### src/rtl/uart_txrx_core.sv
// uart_txrx_core
//   Independent UART transmitter and receiver sharing one clock.
//   Baud rate and parity are selected per frame and held for that whole frame.
//
// Parameters
//   CLK_FREQ      clock frequency in Hz; bit period DIV = CLK_FREQ / baud
//
// Ports
//   clock         system clock, all logic on the rising edge
//   reset         asynchronous, active-high reset
//   parity_type   00 none, 01 odd, 10 even, 11 none
//   baud_rate     00 2400, 01 4800, 10 9600, 11 19200
//   send          TX start request (level)
//   data_in       TX byte
//   data_tx       serial TX line, idle high
//   tx_active     high while a TX frame is in progress
//   tx_done       one-cycle pulse at the end of a TX frame
//   data_rx       serial RX line (asynchronous), idle high
//   data_out      last received byte
//   rx_active     high while an RX frame is in progress
//   rx_done       one-cycle pulse when a frame has been received
//   error_flag    bit0 parity error, bit1 start error, bit2 stop error
//   tx_state_dbg  current TX FSM state
//   rx_state_dbg  current RX FSM state
//
// Handshake: send is a level request. It is only looked at while the TX FSM
// is idle; on the edge that sees send=1 in idle, data_in, parity_type and
// baud_rate are captured and the start bit begins. send is ignored while a
// frame is active. If send is still high in the idle cycle that carries
// tx_done, the next frame starts on the following edge.
module uart_txrx_core #(
    parameter int CLK_FREQ = 100_000_000
) (
    input  logic       clock,
    input  logic       reset,
    input  logic [1:0] parity_type,
    input  logic [1:0] baud_rate,
    input  logic       send,
    input  logic [7:0] data_in,
    output logic       data_tx,
    output logic       tx_active,
    output logic       tx_done,
    input  logic       data_rx,
    output logic [7:0] data_out,
    output logic       rx_active,
    output logic       rx_done,
    output logic [2:0] error_flag,
    output logic [2:0] tx_state_dbg,
    output logic [2:0] rx_state_dbg
);

    localparam int DIV_2400  = CLK_FREQ / 2400;
    localparam int DIV_4800  = CLK_FREQ / 4800;
    localparam int DIV_9600  = CLK_FREQ / 9600;
    localparam int DIV_19200 = CLK_FREQ / 19200;
    localparam int CNT_W     = $clog2(DIV_2400 + 1);

    typedef logic [CNT_W-1:0] cnt_t;

    typedef enum logic [2:0] {
        S_IDLE   = 3'd0,
        S_START  = 3'd1,
        S_DATA   = 3'd2,
        S_PARITY = 3'd3,
        S_STOP   = 3'd4
    } state_t;

    function automatic cnt_t div_sel(input logic [1:0] rate);
        case (rate)
            2'b00:   div_sel = cnt_t'(DIV_2400);
            2'b01:   div_sel = cnt_t'(DIV_4800);
            2'b10:   div_sel = cnt_t'(DIV_9600);
            default: div_sel = cnt_t'(DIV_19200);
        endcase
    endfunction

    // ------------------------------------------------------------------
    // Transmitter
    // ------------------------------------------------------------------
    state_t     tx_state, tx_state_n;
    cnt_t       tx_cnt, tx_cnt_n;
    cnt_t       tx_div, tx_div_n;
    logic [7:0] tx_shift, tx_shift_n;
    logic [2:0] tx_idx, tx_idx_n;
    logic       tx_par_en, tx_par_en_n;
    logic       tx_par_bit, tx_par_bit_n;
    logic       tx_done_r, tx_done_n;
    logic       tx_bit_end;

    assign tx_bit_end = (tx_cnt == tx_div - cnt_t'(1));

    always_ff @(posedge clock or posedge reset) begin
        if (reset) begin
            tx_state   <= S_IDLE;
            tx_cnt     <= '0;
            tx_div     <= '0;
            tx_shift   <= 8'h00;
            tx_idx     <= 3'd0;
            tx_par_en  <= 1'b0;
            tx_par_bit <= 1'b0;
            tx_done_r  <= 1'b0;
        end else begin
            tx_state   <= tx_state_n;
            tx_cnt     <= tx_cnt_n;
            tx_div     <= tx_div_n;
            tx_shift   <= tx_shift_n;
            tx_idx     <= tx_idx_n;
            tx_par_en  <= tx_par_en_n;
            tx_par_bit <= tx_par_bit_n;
            tx_done_r  <= tx_done_n;
        end
    end

    always_comb begin
        tx_state_n   = tx_state;
        tx_cnt_n     = tx_cnt;
        tx_div_n     = tx_div;
        tx_shift_n   = tx_shift;
        tx_idx_n     = tx_idx;
        tx_par_en_n  = tx_par_en;
        tx_par_bit_n = tx_par_bit;
        tx_done_n    = 1'b0;
        data_tx      = 1'b1;

        case (tx_state)
            S_START:  data_tx = 1'b0;
            S_DATA:   data_tx = tx_shift[0];
            S_PARITY: data_tx = tx_par_bit;
            default:  data_tx = 1'b1;
        endcase

        if (tx_state == S_IDLE) begin
            if (send) begin
                tx_state_n   = S_START;
                tx_cnt_n     = '0;
                tx_div_n     = div_sel(baud_rate);
                tx_shift_n   = data_in;
                tx_idx_n     = 3'd0;
                // Only 01 and 10 carry a parity bit.
                tx_par_en_n  = parity_type[0] ^ parity_type[1];
                tx_par_bit_n = (parity_type == 2'b01) ? ~(^data_in) : (^data_in);
            end
        end else if (tx_bit_end) begin
            tx_cnt_n = '0;
            case (tx_state)
                S_START: tx_state_n = S_DATA;
                S_DATA: begin
                    tx_shift_n = {1'b0, tx_shift[7:1]};
                    tx_idx_n   = tx_idx + 3'd1;
                    if (tx_idx == 3'd7) begin
                        tx_state_n = tx_par_en ? S_PARITY : S_STOP;
                    end
                end
                S_PARITY: tx_state_n = S_STOP;
                default: begin
                    tx_state_n = S_IDLE;
                    tx_done_n  = 1'b1;
                end
            endcase
        end else begin
            tx_cnt_n = tx_cnt + cnt_t'(1);
        end
    end

    assign tx_active    = (tx_state != S_IDLE);
    assign tx_done      = tx_done_r;
    assign tx_state_dbg = tx_state;

    // ------------------------------------------------------------------
    // Receiver
    // ------------------------------------------------------------------
    logic       rx_meta, rx_sync, rx_prev;
    state_t     rx_state, rx_state_n;
    cnt_t       rx_cnt, rx_cnt_n;
    cnt_t       rx_div, rx_div_n;
    logic [7:0] rx_shift, rx_shift_n;
    logic [2:0] rx_idx, rx_idx_n;
    logic       rx_par_en, rx_par_en_n;
    logic       rx_par_odd, rx_par_odd_n;
    logic       rx_par_bit, rx_par_bit_n;
    logic [7:0] data_out_r, data_out_n;
    logic [2:0] err_r, err_n;
    logic       rx_done_r, rx_done_n;
    logic       rx_bit_end, rx_half_end;

    assign rx_bit_end  = (rx_cnt == rx_div - cnt_t'(1));
    assign rx_half_end = (rx_cnt == (rx_div >> 1) - cnt_t'(1));

    // Synchronizer plus one extra flop for falling-edge detection; reset to
    // the idle (high) level so reset release never looks like a start bit.
    always_ff @(posedge clock or posedge reset) begin
        if (reset) begin
            rx_meta <= 1'b1;
            rx_sync <= 1'b1;
            rx_prev <= 1'b1;
        end else begin
            rx_meta <= data_rx;
            rx_sync <= rx_meta;
            rx_prev <= rx_sync;
        end
    end

    always_ff @(posedge clock or posedge reset) begin
        if (reset) begin
            rx_state   <= S_IDLE;
            rx_cnt     <= '0;
            rx_div     <= '0;
            rx_shift   <= 8'h00;
            rx_idx     <= 3'd0;
            rx_par_en  <= 1'b0;
            rx_par_odd <= 1'b0;
            rx_par_bit <= 1'b0;
            data_out_r <= 8'h00;
            err_r      <= 3'b000;
            rx_done_r  <= 1'b0;
        end else begin
            rx_state   <= rx_state_n;
            rx_cnt     <= rx_cnt_n;
            rx_div     <= rx_div_n;
            rx_shift   <= rx_shift_n;
            rx_idx     <= rx_idx_n;
            rx_par_en  <= rx_par_en_n;
            rx_par_odd <= rx_par_odd_n;
            rx_par_bit <= rx_par_bit_n;
            data_out_r <= data_out_n;
            err_r      <= err_n;
            rx_done_r  <= rx_done_n;
        end
    end

    always_comb begin
        rx_state_n   = rx_state;
        rx_cnt_n     = rx_cnt;
        rx_div_n     = rx_div;
        rx_shift_n   = rx_shift;
        rx_idx_n     = rx_idx;
        rx_par_en_n  = rx_par_en;
        rx_par_odd_n = rx_par_odd;
        rx_par_bit_n = rx_par_bit;
        data_out_n   = data_out_r;
        err_n        = err_r;
        rx_done_n    = 1'b0;

        case (rx_state)
            S_IDLE: begin
                if (rx_prev && !rx_sync) begin
                    rx_state_n   = S_START;
                    rx_cnt_n     = '0;
                    rx_div_n     = div_sel(baud_rate);
                    rx_par_en_n  = parity_type[0] ^ parity_type[1];
                    rx_par_odd_n = (parity_type == 2'b01);
                end
            end
            S_START: begin
                // Half a bit in: a high line means the falling edge was a glitch.
                if (rx_half_end) begin
                    rx_cnt_n = '0;
                    if (rx_sync) begin
                        rx_state_n = S_IDLE;
                        err_n      = 3'b010;
                        rx_done_n  = 1'b1;
                    end else begin
                        rx_state_n = S_DATA;
                        rx_idx_n   = 3'd0;
                    end
                end else begin
                    rx_cnt_n = rx_cnt + cnt_t'(1);
                end
            end
            default: begin
                if (rx_bit_end) begin
                    rx_cnt_n = '0;
                    case (rx_state)
                        S_DATA: begin
                            rx_shift_n = {rx_sync, rx_shift[7:1]};
                            rx_idx_n   = rx_idx + 3'd1;
                            if (rx_idx == 3'd7) begin
                                rx_state_n = rx_par_en ? S_PARITY : S_STOP;
                            end
                        end
                        S_PARITY: begin
                            rx_par_bit_n = rx_sync;
                            rx_state_n   = S_STOP;
                        end
                        default: begin
                            rx_state_n = S_IDLE;
                            data_out_n = rx_shift;
                            // XOR over data+parity is 1 for an odd count of ones.
                            err_n      = {~rx_sync, 1'b0,
                                          rx_par_en & ((^{rx_shift, rx_par_bit}) != rx_par_odd)};
                            rx_done_n  = 1'b1;
                        end
                    endcase
                end else begin
                    rx_cnt_n = rx_cnt + cnt_t'(1);
                end
            end
        endcase
    end

    assign rx_active    = (rx_state != S_IDLE);
    assign rx_done      = rx_done_r;
    assign data_out     = data_out_r;
    assign error_flag   = err_r;
    assign rx_state_dbg = rx_state;

endmodule

### config.mk
export PLATFORM = sky130hd
export DESIGN_NAME = uart_txrx_core
export DESIGN_NICKNAME = d
export VERILOG_FILES = /design/src/rtl/uart_txrx_core.sv
export SDC_FILE = /design/constraint.sdc
export NUM_CORES = 1
export LEC_CHECK = 0
export ABC_AREA = 1
export CORE_AREA = 4 4 113 115
export CTS_CLUSTER_DIAMETER = 40
export DETAILED_ROUTE_END_ITERATION = 12
export DIE_AREA = 0 0 117 119
export PLACE_DENSITY = 0.79
export REMOVE_ABC_BUFFERS = 1
export SLEW_MARGIN = 20
export SYNTH_ARGS = -nofsm -noshare
export SYNTH_HDL_FRONTEND = slang
export SYNTH_SLANG_ARGS = --single-unit
### constraint.sdc
create_clock -name clock -period 3.14 [get_ports clock]
set_input_delay 0.314 -clock clock [delete_from_list [all_inputs] [get_ports clock]]
set_output_delay 0.314 -clock clock [all_outputs]
set_load 0.005 [all_outputs]
# After elaboration in Yosys (flattened, before gate mapping)
# Cells that the tools add are included.
# totals
out_inout_bits	22
ff_bits	113
inputBits	16
# classes
bitwise_logic	7
n_eq_ne	23
add_sub_neg	7
n_mux	50
reduce_logical	27
# ops
cell	count
$mux 16	6
$mux 3	22
$eq 16x16->1	3
$pmux 16 s3	1
$add 16x1->16 const B	2
$mux 8	4
$pmux 16 s2	1
$sub 16x1->16 const B	2
$pmux 3 s2	4
$sub 15x1->16 const B	1
$reduce_and 3->1	5
$eq 3x2->1 const B	4
$ne 2x2->1 const B	5
$reduce_and 5->1	2
$pmux 3 s3	1
$reduce_bool 3->1	3
$reduce_xor 9->1	1
$mux 1	8
$reduce_bool 2->1	4
$reduce_xor 8->1	1
$add 3x1->3 const B	2
$eq 3x1->1 const B	2
$eq 3x3->1 const B	2
$logic_not 3->1	2
other kinds (19)	26

# Logic depth before layout (Yosys ltp)
# depth
ltp_word	6
mapped_depth	20
depth_no_buf	18

# Worst setup path after synthesis
# OpenSTA, ideal clock, no wires.
# synth_path
kind	register -> register
start	reg rx_div[9]
end	reg rx_shift[4]
required_ns	3.023
setup_slack_ns	0.743
synth_period_minus_slack_ns	2.397
arrival_time_ns	2.279
stages_incl_launch_ff	18
path_buffers	2
setup_time_ns	0.117
cell_sequence	dfrtp_1 > inv_1 > buf_4 > ha_1 > ha_1 > nand2_1 > inv_1 > nor2_1 > nand2_1 > nor2_1 > nand2_1 > nor2_1 > nand3_1 > nor2_2 > nand4_4 > buf_4 > nand2_1 > o21ai_2
# synth_via
elab_chain_len	3
# synth_lines
item	line	text
start, declared	175	cnt_t rx_div, rx_div_n;
start signal, assigned	219	rx_div <= rx_div_n;
$sub 16x1->16	186	assign rx_bit_end = (rx_cnt == rx_div - cnt_t'(1));
$eq 16x16->1	186	
$reduce_and 3->1 (no source line)	-	
end signal, assigned	220	rx_shift <= rx_shift_n;
end, declared	176	logic [7:0] rx_shift, rx_shift_n;
# Every way passes these cells.
# A chain may end at the register's enable or synchronous reset.

# Final worst setup path
# layout_path
start	reg rx_div[14]
end	reg rx_idx[2]
# layout_via
elab_chain_len	4
# layout_lines
item	line	text
$sub 15x1->16 / $sub 16x1->16 (equally long branches)	187, 186	
$eq 16x16->1 (on tied branches)	187, 186	
$ne 2x2->1 (no source line) / $reduce_bool 2->1 (equally long branches)	-	
$reduce_and 5->1 (no source line) *	-	
end signal, assigned	221	rx_idx <= rx_idx_n;
end, declared	177	logic [2:0] rx_idx, rx_idx_n;
# Mark *: on every way between the ends. The rest lies on a longest branch, timed or not.

==> impl_results.md <==
- Status: finished clean
- Total die area: 13900 um^2
- NetSw: 3390 uW
- # H-tree levels: 3
- CTS root buffer: clkbuf_16
- Fin nets: 1064
- Gr ovfl total: 0
- Avg WL per Cell: 14.3 um
- Initial antenna violation count: 0
- HP Start: rx_meta
- Layout area overhead: 11.3%
- Finished Core Util: 65.3%
- # diodes: 0
- Hold Crit Depth: 0
- Kind of end point of the critical path: flop
- Worst hold endpoint: rx_sync
- Worst-skew pair later-pin latency: 0.35 ns
- RR Startpoint: rx_div[14]
- Synthesized cell area: 6930 um^2
- CP Max Fanout: 17
- IO buf count: 37
- Pint: 3450 uW
- Row cnt: 40
- Fin crit period: 2.87 ns
- Gate Count Post-Synth: 997
- FMAX: 349 MHz
- Initial core utilization: 58.7%
- Synth unique cells: 37
- Placer congestion estimate: 0.993
- Hold buffers post-CTS: 0
- Total chip power: 6840 uW
- Critical Path Source: rx_div[14]
- WHS: 0.359 ns
- Final antenna-violating net count: 0
- Post-CTS Setup Repair Bufs: 0
- Final hold violation count: 0
- Static leakage: 0.00385 uW
- Worst-path clk slew: 0.07 ns
- Layout cell share with drive strength beyond 1: 6.86%
- TritonCTS clock tree: built
- Synth Area per Inst: 6.95 um^2
- Core area: 11800 um^2
- First-pass GRT wire length: 29.0 mm
- Clock share of power: 15.5%
- RSZ-0062 raised after global routing: false
- Crit path launch type: flop
- Post-synthesis sequential area ratio: 35.8%
- Worst Reg-to-Reg Cells: 16
- Final wirelength: 17.0 mm
- Synth Register Bits: 99
- Worst r2r dst: rx_idx[2]
- Max rail drop VDD: 0.453 mV
- # clock sinks: 99
- Vias: 6530
- Gate power share: 56.4%
- DRT Pass-1 Iters: 5
- Total negative setup slack: 0 ns
- GRT Total Usage: 25.9%
- Largest net degree at the start of global routing: 50
- Pwr dens: 887 nW/um^2
- Seq pwr share: 28.2%
- Vias per std cell: 5.52
- Fill count: 1100
- Die Wd: 117 um
- Detail Placement HPWL: 13.2 mm
- CTS Buf Count: 9
- Required @ worst endpoint: 3.42 ns
- Number of global-route vias before repair: 6259
- Max_cap viols: 0
- Final setup viols: 0
- Final Max Slew Viols: 0
- Die Height: 119 um
- Hold WC Path Type: reg -> reg
- Rel. slew slack: 60.5%
- Period Utilization, post-route: 91.3%
- Max clock buf depth: 2
- Worst slew pin tran: 0.592 ns
- Drt initial violations: 514
- I/O pin count: 38
- YS warnings: 0
- Worst setup path category: reg -> reg
- Clk_skew: 0.00813 ns
- Arrival @ worst endpoint: 3.15 ns
- Sw frac: 49.5%
- R2R setup slack: 0.27 ns
- Drc violations: 0
stage by stage:
| step | std cells | setup slack, ns | area [um^2] |
|---|---|---|---|
| final | 1182 | 0.272 | 7710 |
| after floorplan | 970 | 0.175 | 6790 |
| after CTS | 1182 | 0.207 | 7710 |
| after global placement | 1166 | 0.238 | 7430 |
| after global routing | 1182 | 0.0443 | 7710 |
| after detailed placement | 1166 | 0.218 | 7430 |
metal layers:
| metal | vias up | GRT usage, % | part of all wire [%] |
|---|---|---|---|
| li1 | 3245 | - | - |
| met4 | 0 | 8.53 | 2.3 |
| met2 | 226 | 41.3 | 47 |
| met1 | 3020 | 35.1 | 44 |
| met5 | - | 0 | 0 |
| met3 | 39 | 5.18 | 6.4 |
worst max-delay path by stage:
| stage | end | slack (ns) |
|---|---|---|
| 2_1_floorplan | tx_idx[1] | 0.18 |
| 3_3_place_gp | tx_shift[0] | 0.24 |
| 3_5_place_dp | tx_shift[4] | 0.22 |
| 4_1_cts | tx_idx[1] | 0.21 |
| 5_1_grt | rx_cnt[11] | 0.04 |
| 6_report | rx_idx[2] | 0.27 |
cells by family (layout without fill, tap and decap cells):
family          after synthesis  in the layout  share of synthesized area (%)
simple gates                581            581                           36.8
buf+inv                     151            189                           8.84
flops                        99             99                           35.8
fa+ha+maj                    18             18                           3.25
compound gates               77             77                           6.37
xor+xnor                     71             71                           8.97
power groups by stage:
stage	logic, uW	registers (uW)	clock network [uW]
final	3850	1930	1060
after global placement	3740	1940	0
after floorplan	2840	1830	0
after global routing	4400	1970	1130
after CTS	3820	1920	1080
after detailed placement	3800	1930	0
cells in the final DEF, fill, tap and decap left out, types with 12 or more instances in the layout:
master | synthesis | final
o21ai_0 | 35 | 35
dfrtp_1 | 96 | 96
nor3_1 | 14 | 14
ha_1 | 18 | 18
o22ai_1 | 15 | 15
xor2_1 | 49 | 49
nand3_1 | 108 | 107
buf_4 | 5 | 12
xnor2_1 | 22 | 22
nor2_1 | 92 | 92
inv_1 | 114 | 113
nand2_1 | 304 | 304
nand4_1 | 28 | 28
clkdlybuf4s50_1 | 0 | 37
layout make-up:
cell class	count	area (um^2)	share of cell area (%)
repair buffers	49	460	5.97
inverters	124	468	6.07
flip-flops and latches	99	2480	32.2
clock inverters	4	31.3	0.405
multi-input cells	747	3840	49.8
well taps	147	184	2.38
clock buffers	12	246	3.19
repair_timing:
item,CTS,global route
gates resized for setup,0,1
endpoints found under the hold margin,0,0
endpoints found under the setup margin,0,11
state kept, by name, indices dropped and copies added (netlist names), 3 cells and up:
signal,count
data_out,8
error_flag,3
rx_cnt,16
rx_div,9
rx_idx,3
rx_shift,8
rx_state_dbg,3
tx_cnt,16
tx_div,9
tx_idx,3
tx_shift,8
tx_state_dbg,3
cell usage after synthesis:
master | instances | area share, %
dfrtp_1 | 96 | 35
nor2_1 | 92 | 5.0
nand4_1 | 28 | 2.5
clkbuf_1 | 8 | 0.43
o21ai_1 | 8 | 0.58
o22ai_1 | 15 | 1.4
nor2_2 | 7 | 0.63
buf_4 | 5 | 0.54
clkinv_1 | 2 | 0.11
nor2_4 | 3 | 0.49
nand2_1 | 304 | 16
nor3_1 | 14 | 1.0
o21ai_0 | 35 | 2.5
o21ai_2 | 8 | 1.0
nand3_1 | 108 | 7.8
a22oi_1 | 1 | 0.11
nor4_1 | 4 | 0.36
xor2_1 | 49 | 6.2
inv_1 | 114 | 6.2
nand2b_1 | 1 | 0.090
buf_6 | 2 | 0.32
a21oi_1 | 8 | 0.58
o21bai_1 | 2 | 0.22
nand3b_1 | 3 | 0.32
dfstp_2 | 3 | 1.1
nand2_2 | 8 | 0.72
nor3b_1 | 2 | 0.22
and2_1 | 1 | 0.090
buf_1 | 2 | 0.11
nor3_2 | 1 | 0.14
ha_1 | 18 | 3.2
nand4_4 | 2 | 0.61
xnor2_1 | 22 | 2.8
or2_2 | 2 | 0.18
buf_2 | 10 | 0.72
inv_2 | 8 | 0.43
nand3_2 | 1 | 0.14
worst max-delay path, stage by stage, from the launching register on:
cell,delay [ns]
dfrtp_1,0.53
inv_1,0.18
ha_1,0.25
ha_1,0.29
nand2_1,0.07
inv_1,0.04
nor2_1,0.08
nand2_1,0.06
nor2_1,0.15
nand2_1,0.10
nor2_1,0.09
nand3_1,0.09
nor2_2,0.20
nand4_4,0.30
nand2_1,0.22
nand3_1,0.09
nand2_1,0.07
(Power assumes the default switching activity.)
